[src/rtl/lfsr_pkg.sv]
// Shared definitions for the LFSR match timer.
// State encoding, LFSR width, default match pattern and a masked half-compare helper.
package lfsr_pkg;

    localparam int LFSR_W = 32;
    localparam logic [31:0] MATCH_PATTERN = 32'h81234567;
    localparam logic [15:0] MATCH_PATTERN_PRESCALE = 16'h8123;

    typedef enum logic [1:0] {
        IDLE  = 2'd0,
        CLEAR = 2'd1,
        RUN   = 2'd2
    } state_e;

    // Masked 16-bit equality: a 1 in k makes that bit a don't-care.
    function automatic logic half_eq(
        input logic [15:0] v,
        input logic [15:0] m,
        input logic [15:0] k
    );
        return ((v ^ m) & ~k) == 16'h0000;
    endfunction

endpackage

[src/rtl/lfsr_match_cmp.sv]
// Two-stage split comparator: stage 1 compares 16-bit halves, stage 2 forms the hit.
// Optional don't-care mask when LFSR_MATCH_MASK_EN is defined.
module lfsr_match_cmp
    import lfsr_pkg::*;
(
    input  logic              clk,
    input  logic              reset_n,
    input  logic [LFSR_W-1:0] lfsr_i,
    input  logic [LFSR_W-1:0] match_i,
`ifdef LFSR_MATCH_MASK_EN
    input  logic [LFSR_W-1:0] mask_i,
`endif
    input  logic              run_i,
    input  logic              flush_i,
    output logic              hit_o,
    output logic              hit_set_o
);

    logic [15:0] mask_hi, mask_lo;
    logic        eq_hi_d, eq_lo_d, v1_d, hit_d;
    logic        eq_hi_q, eq_lo_q, v1_q, hit_q;

`ifdef LFSR_MATCH_MASK_EN
    assign mask_hi = mask_i[31:16];
    assign mask_lo = mask_i[15:0];
`else
    assign mask_hi = 16'h0000;
    assign mask_lo = 16'h0000;
`endif

    assign eq_hi_d = half_eq(lfsr_i[31:16], match_i[31:16], mask_hi);
    assign eq_lo_d = half_eq(lfsr_i[15:0], match_i[15:0], mask_lo);
    // A sample is only valid if the timer is running now and keeps running.
    assign v1_d    = run_i & ~flush_i;
    assign hit_d   = v1_q & eq_hi_q & eq_lo_q & run_i & ~flush_i;

    assign hit_o     = hit_q;
    assign hit_set_o = hit_d;

    // Pipeline registers; leaving RUN clears valid and hit on the same edge.
    always_ff @(posedge clk or negedge reset_n) begin
        if (!reset_n) begin
            eq_hi_q <= 1'b0;
            eq_lo_q <= 1'b0;
            v1_q    <= 1'b0;
            hit_q   <= 1'b0;
        end else begin
            eq_hi_q <= eq_hi_d;
            eq_lo_q <= eq_lo_d;
            v1_q    <= v1_d;
            hit_q   <= hit_d;
        end
    end

endmodule

[src/rtl/lfsr_match_timer.sv]
// Controller for a 32-bit LFSR counter: clears it, runs it, ticks on a pattern match.
// Define LFSR_MATCH_MASK_EN to add the match_mask don't-care input.
module lfsr_match_timer
    import lfsr_pkg::*;
#(
    parameter logic [31:0] MATCH_DEFAULT = MATCH_PATTERN,
    parameter int          AUTO_RELOAD   = 1,
    parameter int          CNT_W         = 16
) (
    input  logic             clk,
    input  logic             reset_n,
    input  logic             start,
    input  logic             stop,
    input  logic             match_sel,
    input  logic [31:0]      match_value,
`ifdef LFSR_MATCH_MASK_EN
    input  logic [31:0]      match_mask,
`endif
    input  logic [31:0]      lfsr_in,
    output logic             lfsr_ce,
    output logic             lfsr_clr,
    output logic             tick,
    output logic             busy,
    output logic [CNT_W-1:0] match_count
);

    state_e            state_q, state_d;
    logic [31:0]       match_q, match_d;
    logic [CNT_W-1:0]  cnt_q, cnt_d;
    logic              ce_q, clr_q, busy_q;
    logic              hit_q, hit_set, accept_start;
`ifdef LFSR_MATCH_MASK_EN
    logic [31:0]       mask_q, mask_d;
`endif

    assign accept_start = (state_q == IDLE) & start & ~stop;

    // Next state: stop overrides everything, a stage-2 hit ends the run.
    always_comb begin
        state_d = state_q;
        unique case (state_q)
            IDLE:    if (start) state_d = CLEAR;
            CLEAR:   state_d = RUN;
            RUN: begin
                if (hit_q) begin
                    if (AUTO_RELOAD != 0) state_d = CLEAR;
                    else                  state_d = IDLE;
                end
            end
            default: state_d = IDLE;
        endcase
        if (stop) state_d = IDLE;
    end

    // Pattern latch and saturating match counter.
    always_comb begin
        match_d = match_q;
        cnt_d   = cnt_q;
`ifdef LFSR_MATCH_MASK_EN
        mask_d  = mask_q;
`endif
        if (accept_start) begin
            match_d = match_sel ? match_value : MATCH_DEFAULT;
`ifdef LFSR_MATCH_MASK_EN
            mask_d  = match_mask;
`endif
            cnt_d   = '0;
        end else if (hit_set && (cnt_q != '1)) begin
            cnt_d = cnt_q + CNT_W'(1);
        end
    end

    lfsr_match_cmp u_cmp (
        .clk       (clk),
        .reset_n   (reset_n),
        .lfsr_i    (lfsr_in),
        .match_i   (match_q),
`ifdef LFSR_MATCH_MASK_EN
        .mask_i    (mask_q),
`endif
        .run_i     (state_q == RUN),
        .flush_i   (state_d != RUN),
        .hit_o     (hit_q),
        .hit_set_o (hit_set)
    );

    // State, latched pattern, counter and registered outputs.
    always_ff @(posedge clk or negedge reset_n) begin
        if (!reset_n) begin
            state_q <= IDLE;
            match_q <= 32'h0;
`ifdef LFSR_MATCH_MASK_EN
            mask_q  <= 32'h0;
`endif
            cnt_q   <= '0;
            ce_q    <= 1'b0;
            clr_q   <= 1'b0;
            busy_q  <= 1'b0;
        end else begin
            state_q <= state_d;
            match_q <= match_d;
`ifdef LFSR_MATCH_MASK_EN
            mask_q  <= mask_d;
`endif
            cnt_q   <= cnt_d;
            ce_q    <= (state_d == RUN);
            clr_q   <= (state_d == CLEAR);
            busy_q  <= (state_d != IDLE);
        end
    end

    assign lfsr_ce     = ce_q;
    assign lfsr_clr    = clr_q;
    assign busy        = busy_q;
    assign tick        = hit_q;
    assign match_count = cnt_q;

endmodule

[config.mk]
export PLATFORM = sky130hd
export DESIGN_NAME = lfsr_match_timer
export DESIGN_NICKNAME = d
export VERILOG_FILES = /design/src/rtl/lfsr_pkg.sv /design/src/rtl/lfsr_match_cmp.sv /design/src/rtl/lfsr_match_timer.sv
export SDC_FILE = /design/constraint.sdc
export NUM_CORES = 1
export LEC_CHECK = 0
export CELL_PAD_IN_SITES_DETAIL_PLACEMENT = 1
export CELL_PAD_IN_SITES_GLOBAL_PLACEMENT = 1
export CORE_MARGIN = 5
export CORE_UTILIZATION = 35
export DETAILED_ROUTE_END_ITERATION = 10
export HOLD_SLACK_MARGIN = 0.02
export MAX_ROUTING_LAYER = met4
export PLACE_DENSITY_LB_ADDON = 0.1
export RECOVER_POWER = 50
export SYNTH_ARGS = -nofsm -noshare
export SYNTH_HDL_FRONTEND = slang
export SYNTH_SLANG_ARGS = --single-unit
[constraint.sdc]
create_clock -name clk -period 2.5 [get_ports clk]
set_input_delay 0.5 -clock clk [delete_from_list [all_inputs] [get_ports clk]]
set_output_delay 0.5 -clock clk [all_outputs]
set_load 0.02 [all_outputs]
# Yosys cells after proc, flatten, opt, wreduce, memory -nomap -nowiden
# Index checks and enable logic that the tools add are counted.
[classes] addsub=1 eq_ne=6 muxes=7 bitwise=11 reduce_logical=6
[ops] cell="$logic_not A16 Y1" count=2
[ops] cell="$mux W16" count=2
[ops] cell="$mux W32" count=1
[ops] cell="$xor A16 B16 Y16" count=2
[ops] cell="$add A16 B1 Y16 const B" count=1
[ops] cell="$ne A16 B16 Y1 const B" count=1
[ops] cell="$and A1 B1 Y1" count=7
[ops] cell="$mux W2" count=3
[ops] cell="$pmux W2 S3" count=1
[ops] cell="$eq A2 B1 Y1 const B" count=2
[ops] cell="$eq A2 B2 Y1 const B" count=2
[ops] cell="$reduce_bool A2 Y1" count=2
[ops] cell="$logic_not A2 Y1" count=1
[ops] cell="$ne A2 B2 Y1 const B" count=1
[ops] cell="$not A1 Y1" count=2
[ops] cell="$logic_and A1 B1 Y1" count=1
[totals] ff_bits=57 input_bits=69 out_inout_bits=20 elab_cells=41

# Depth between registers and ports, before layout
[depth] ltp_word=9 depth_mapped=6 depth_no_buf=5

# Modules after synthesis
# Synthesis repeated with hierarchy kept, for this count alone.
[unflattened] cells_unflattened=306 hier_area_um2=2896.5
[by_module_without_submodules] mod="lfsr_match_timer" instances=1 cells_per_inst=258 area_per_inst_um2=2426.1 seq_area_each_um2=1326.3
[by_module_without_submodules] mod="lfsr_match_cmp" instances=1 cells_per_inst=48 area_per_inst_um2=470.5 seq_area_each_um2=100.1

# Worst setup path before layout
# Ideal clock, no wire load.
[synth_path] kind="register to register" from="register cnt_q[0], in the netlist match_count[0]" to="register cnt_q[0], in the netlist match_count[0]" setup_time_ps=139 arrival_ps=1832 t_required_ps=2361 path_slack_ps=529 path_stages_with_launch=6 path_buffers=0 synth_period_minus_slack_ps=1971 path_cell_list="dfrtp_1 > ha_1 > nand3_1 > nor4_2 > a21oi_1 > mux2i_1"
[synth_between] elab_chain_cells=3 elab_cells_between_ends=6 classes_between="1 x add/sub; 1 x eq/ne; 2 x mux; 2 x reduce/logical"
[synth_lines] element="start: declaration" line="lfsr_match_timer.sv:29" text="logic [CNT_W-1:0] cnt_q, cnt_d;"
[synth_lines] element="start signal: assignment" line="lfsr_match_timer.sv:105" text="cnt_q <= cnt_d;"
[synth_lines] element="$add A16 B1 Y16 or $ne A16 B16 Y1 (tied branches)" line="lfsr_match_timer.sv:69, lfsr_match_timer.sv:68"
[synth_lines] element="$mux W16 or $logic_and A1 B1 Y1 (tied branches)" line="lfsr_match_timer.sv:68" text="end else if (hit_set && (cnt_q != '1)) begin"
[synth_lines] element="$mux W16 or $reduce_bool A2 Y1 (tied branches)"
# Parallel ways exist; a longest one is shown, timed or not. The select of a mux whose other input is x is not followed.
# A chain may end at the register's enable or synchronous reset.

# Worst setup path after layout
[layout_path] from="input stop" to="register cnt_q[11], in the netlist match_count[11]"
[layout_between] elab_chain_cells=6 elab_cells_between_ends=9 classes_between="1 x eq/ne; 2 x mux; 4 x bitwise; 2 x reduce/logical"
[layout_lines] element="start: declaration" line="lfsr_match_timer.sv:13" text="input logic stop,"
[layout_lines] element="$mux W2" line="lfsr_match_timer.sv:52" text="if (stop) state_d = IDLE;"
[layout_lines] element="$ne A2 B2 Y1" line="lfsr_match_timer.sv:82" text=".flush_i (state_d != RUN),"
[layout_lines] element="$not A1 Y1" line="lfsr_match_cmp.sv:35" text="assign hit_d = v1_q & eq_hi_q & eq_lo_q & run_i & ~flush_i;"
[layout_lines] element="$and A1 B1 Y1" line="lfsr_match_cmp.sv:35"
[layout_lines] element="$logic_and A1 B1 Y1" line="lfsr_match_timer.sv:68"
[layout_lines] element="$reduce_bool A2 Y1 (no source line)"
# Parallel ways exist; a longest one is shown, timed or not.

==> metrics.yaml <==
chipWidth_um: 101
setup_violations: 0
cts_setup_buffers: 0
async_flop_share: 1.00
grt_pass1_wl_um: 13700
netlist_area_um2: 2930
cts_buffers: 9
detail-route-antenna-nets: 0
yosysUniqueCellTypes: 33
insertion_delay_ps: 330
ys_warn_count: 0
grt_usage: 0.176
io_buffers: 88
r2r-start: "state_q[0]"
hold_path.class: "in -> async"
grt_max_degree: 52
fin_skew_ps: 9.97
drt-wirelength-per-cell_um: 15.6
cp.required_ps: 2750
numClockSinks: 57
syn_nets: 382
cts_buffer_depth: 2
slew_violations: 0
run_status: "finished clean"
nFillCells: 933
start_util: 0.358
routed_wl_um: 8030
antenna_found_initial: 0
cts_tree: "yes"
chipHeight_um: 101
finalPower_mw: 2.46
critPathCaptureType: "flip-flop"
utilization: 0.510
p_leak_nw: 1.75
p_per_area_nw_per_um2: 591
worstMarginPinSlew_ps: 1450
hold_buffers: 0
critPathLaunch: "stop"
hold_viol_final: 0
fin_tns_setup_ps: 0
clk_pin_slew_ps: 80
core.rowCount: 33
ctsResizeCount: 0
coreArea_um2: 8180
ys_ff_latch: 57
setup_ws_ps: 360
drc_errors: 0
finalNetCount: 476
cap_viol_max_count: 0
rsz0062_at_grt: "false"
cp_data_arrival_time_ps: 2390
synthFlopType: "dfrtp_1"
dr.pass1.iters: 4
grt_pass1_vias: 2904
avgSynthCellArea_um2: 9.38
pre_cts_ws_ps: 132
htreeDepth: 3
synth-edff-count: 0
vdd_drop_max_uv: 220
period_minus_slack_ps: 2140
syn_inst: 312
root_buffer: "clkbuf_8"
fmax_mhz: 467
drt_iter0_drc: 37
area_delta_synth_final_pct: 42.3
n_antenna_cell: 0
globalplace.congestion: 0.825
num_vias: 2558
pin_count: 89
seq_area_frac_synth: 0.487
vias_per_cell: 4.96
start_kind: "input port"
hpwl_um: 6080
finalCritPeriodShare: 0.856
critical_path_class: "in -> reg"
cp_max_fo: 8
die_area_um2: 10300
gr-total-overflow: 0
relSlewSlack: 0.0316
drive_gt1_frac: 0.0730
## cell usage after synthesis (3+ instances only)
cell type | count | area share
xnor2_1 | 32 | 0.096
clkbuf_1 | 11 | 0.014
or4_1 | 3 | 0.0077
nor4_1 | 6 | 0.013
dfrtp_1 | 57 | 0.49
nand2b_1 | 8 | 0.017
nand2_1 | 60 | 0.077
nor3_1 | 3 | 0.0051
a211oi_1 | 5 | 0.013
mux2i_1 | 12 | 0.041
nand3_1 | 23 | 0.039
inv_1 | 18 | 0.023
nand4_1 | 13 | 0.028
and4_1 | 3 | 0.0090
and3_1 | 3 | 0.0064
a31oi_1 | 13 | 0.028
a21oi_1 | 7 | 0.012
nor2_1 | 17 | 0.022
o31ai_1 | 3 | 0.0077
## where the power goes
part           internal (mW)  leakage (nW)  switching [mW]
Clock                  0.612         0.115           0.382
Sequential              1.01         0.727          0.0618
Combinational          0.224         0.904           0.170
## registers in the layout (all words and copies together), names as in the netlist
signal,cells
busy,1
lfsr_ce,1
lfsr_clr,1
match_count,16
match_q,32
state_q,2
u_cmp.eq_hi_q,1
u_cmp.eq_lo_q,1
u_cmp.hit_o,1
u_cmp.v1_q,1
## cells by family after synthesis
family | synth area share
simple gates | 0.257
flops | 0.487
compound gates | 0.0705
xor+xnor | 0.0957
buf+inv | 0.0444
mux | 0.0410
fa+ha+maj | 0.00427
## worst paths after layout
path	end	slack, ps	depth (start not counted)
setup / recovery	match_count[11]	360	5
hold / removal	match_q[14]	490	1
setup reg to reg	match_count[11]	570	4
hold reg to reg	match_q[9]	490	2
max in group asynchronous	match_q[4]	630	2
min in group clk	match_q[9]	490	2
## layout make-up
type	instances	area, µm²	share of cell area
Clock buffer	11	151	0.0363
Clock inverter	5	77.6	0.0186
Inverter	18	67.6	0.0162
Multi-Input combinational cell	223	1380	0.331
Sequential cell	57	1430	0.342
Tap cell	105	131	0.0315
Timing Repair Buffer	97	932	0.224
## metrics by stage
stage | cell area, µm² | cells | hold WS (ps)
CTS | 4190 | 516 | 179
detailed placement | 3960 | 500 | 478
global placement | 3960 | 500 | 471
global route | 4170 | 516 | 513
finish | 4170 | 516 | 490
floorplan | 2930 | 312 | 204
## worst max-delay path, cell delays in order
cell           delay [ps]
dlygate4sd3_1         600
nor4b_4               400
nand4_4               220
or4_1                 510
a21oi_1               150
## cells in the final DEF (no fill, tap or decap), types with 5 or more instances in the layout
cell             instances
a211oi_1                 5
clkbuf_8                11
dfrtp_1                 57
nand2_1                 60
a31oi_1                 13
nor4_1                   6
inv_1                   18
nand2b_1                 8
xnor2_1                 32
clkdlybuf4s50_1         84
nand3_1                 23
buf_4                    5
nand4_1                 13
mux2i_1                 12
nor2_1                  17
a21oi_1                  7
## per-layer routing
metal / GRT usage / vias up / routed length, µm
met5: - / - / 0
met2: 0.298 / 54 / 4190
met3: 0.0365 / 6 / 309
met4: 0.0613 / 0 / 62
met1: 0.207 / 1237 / 3480
li1: - / 1261 / -
(Power assumes the default switching activity.)
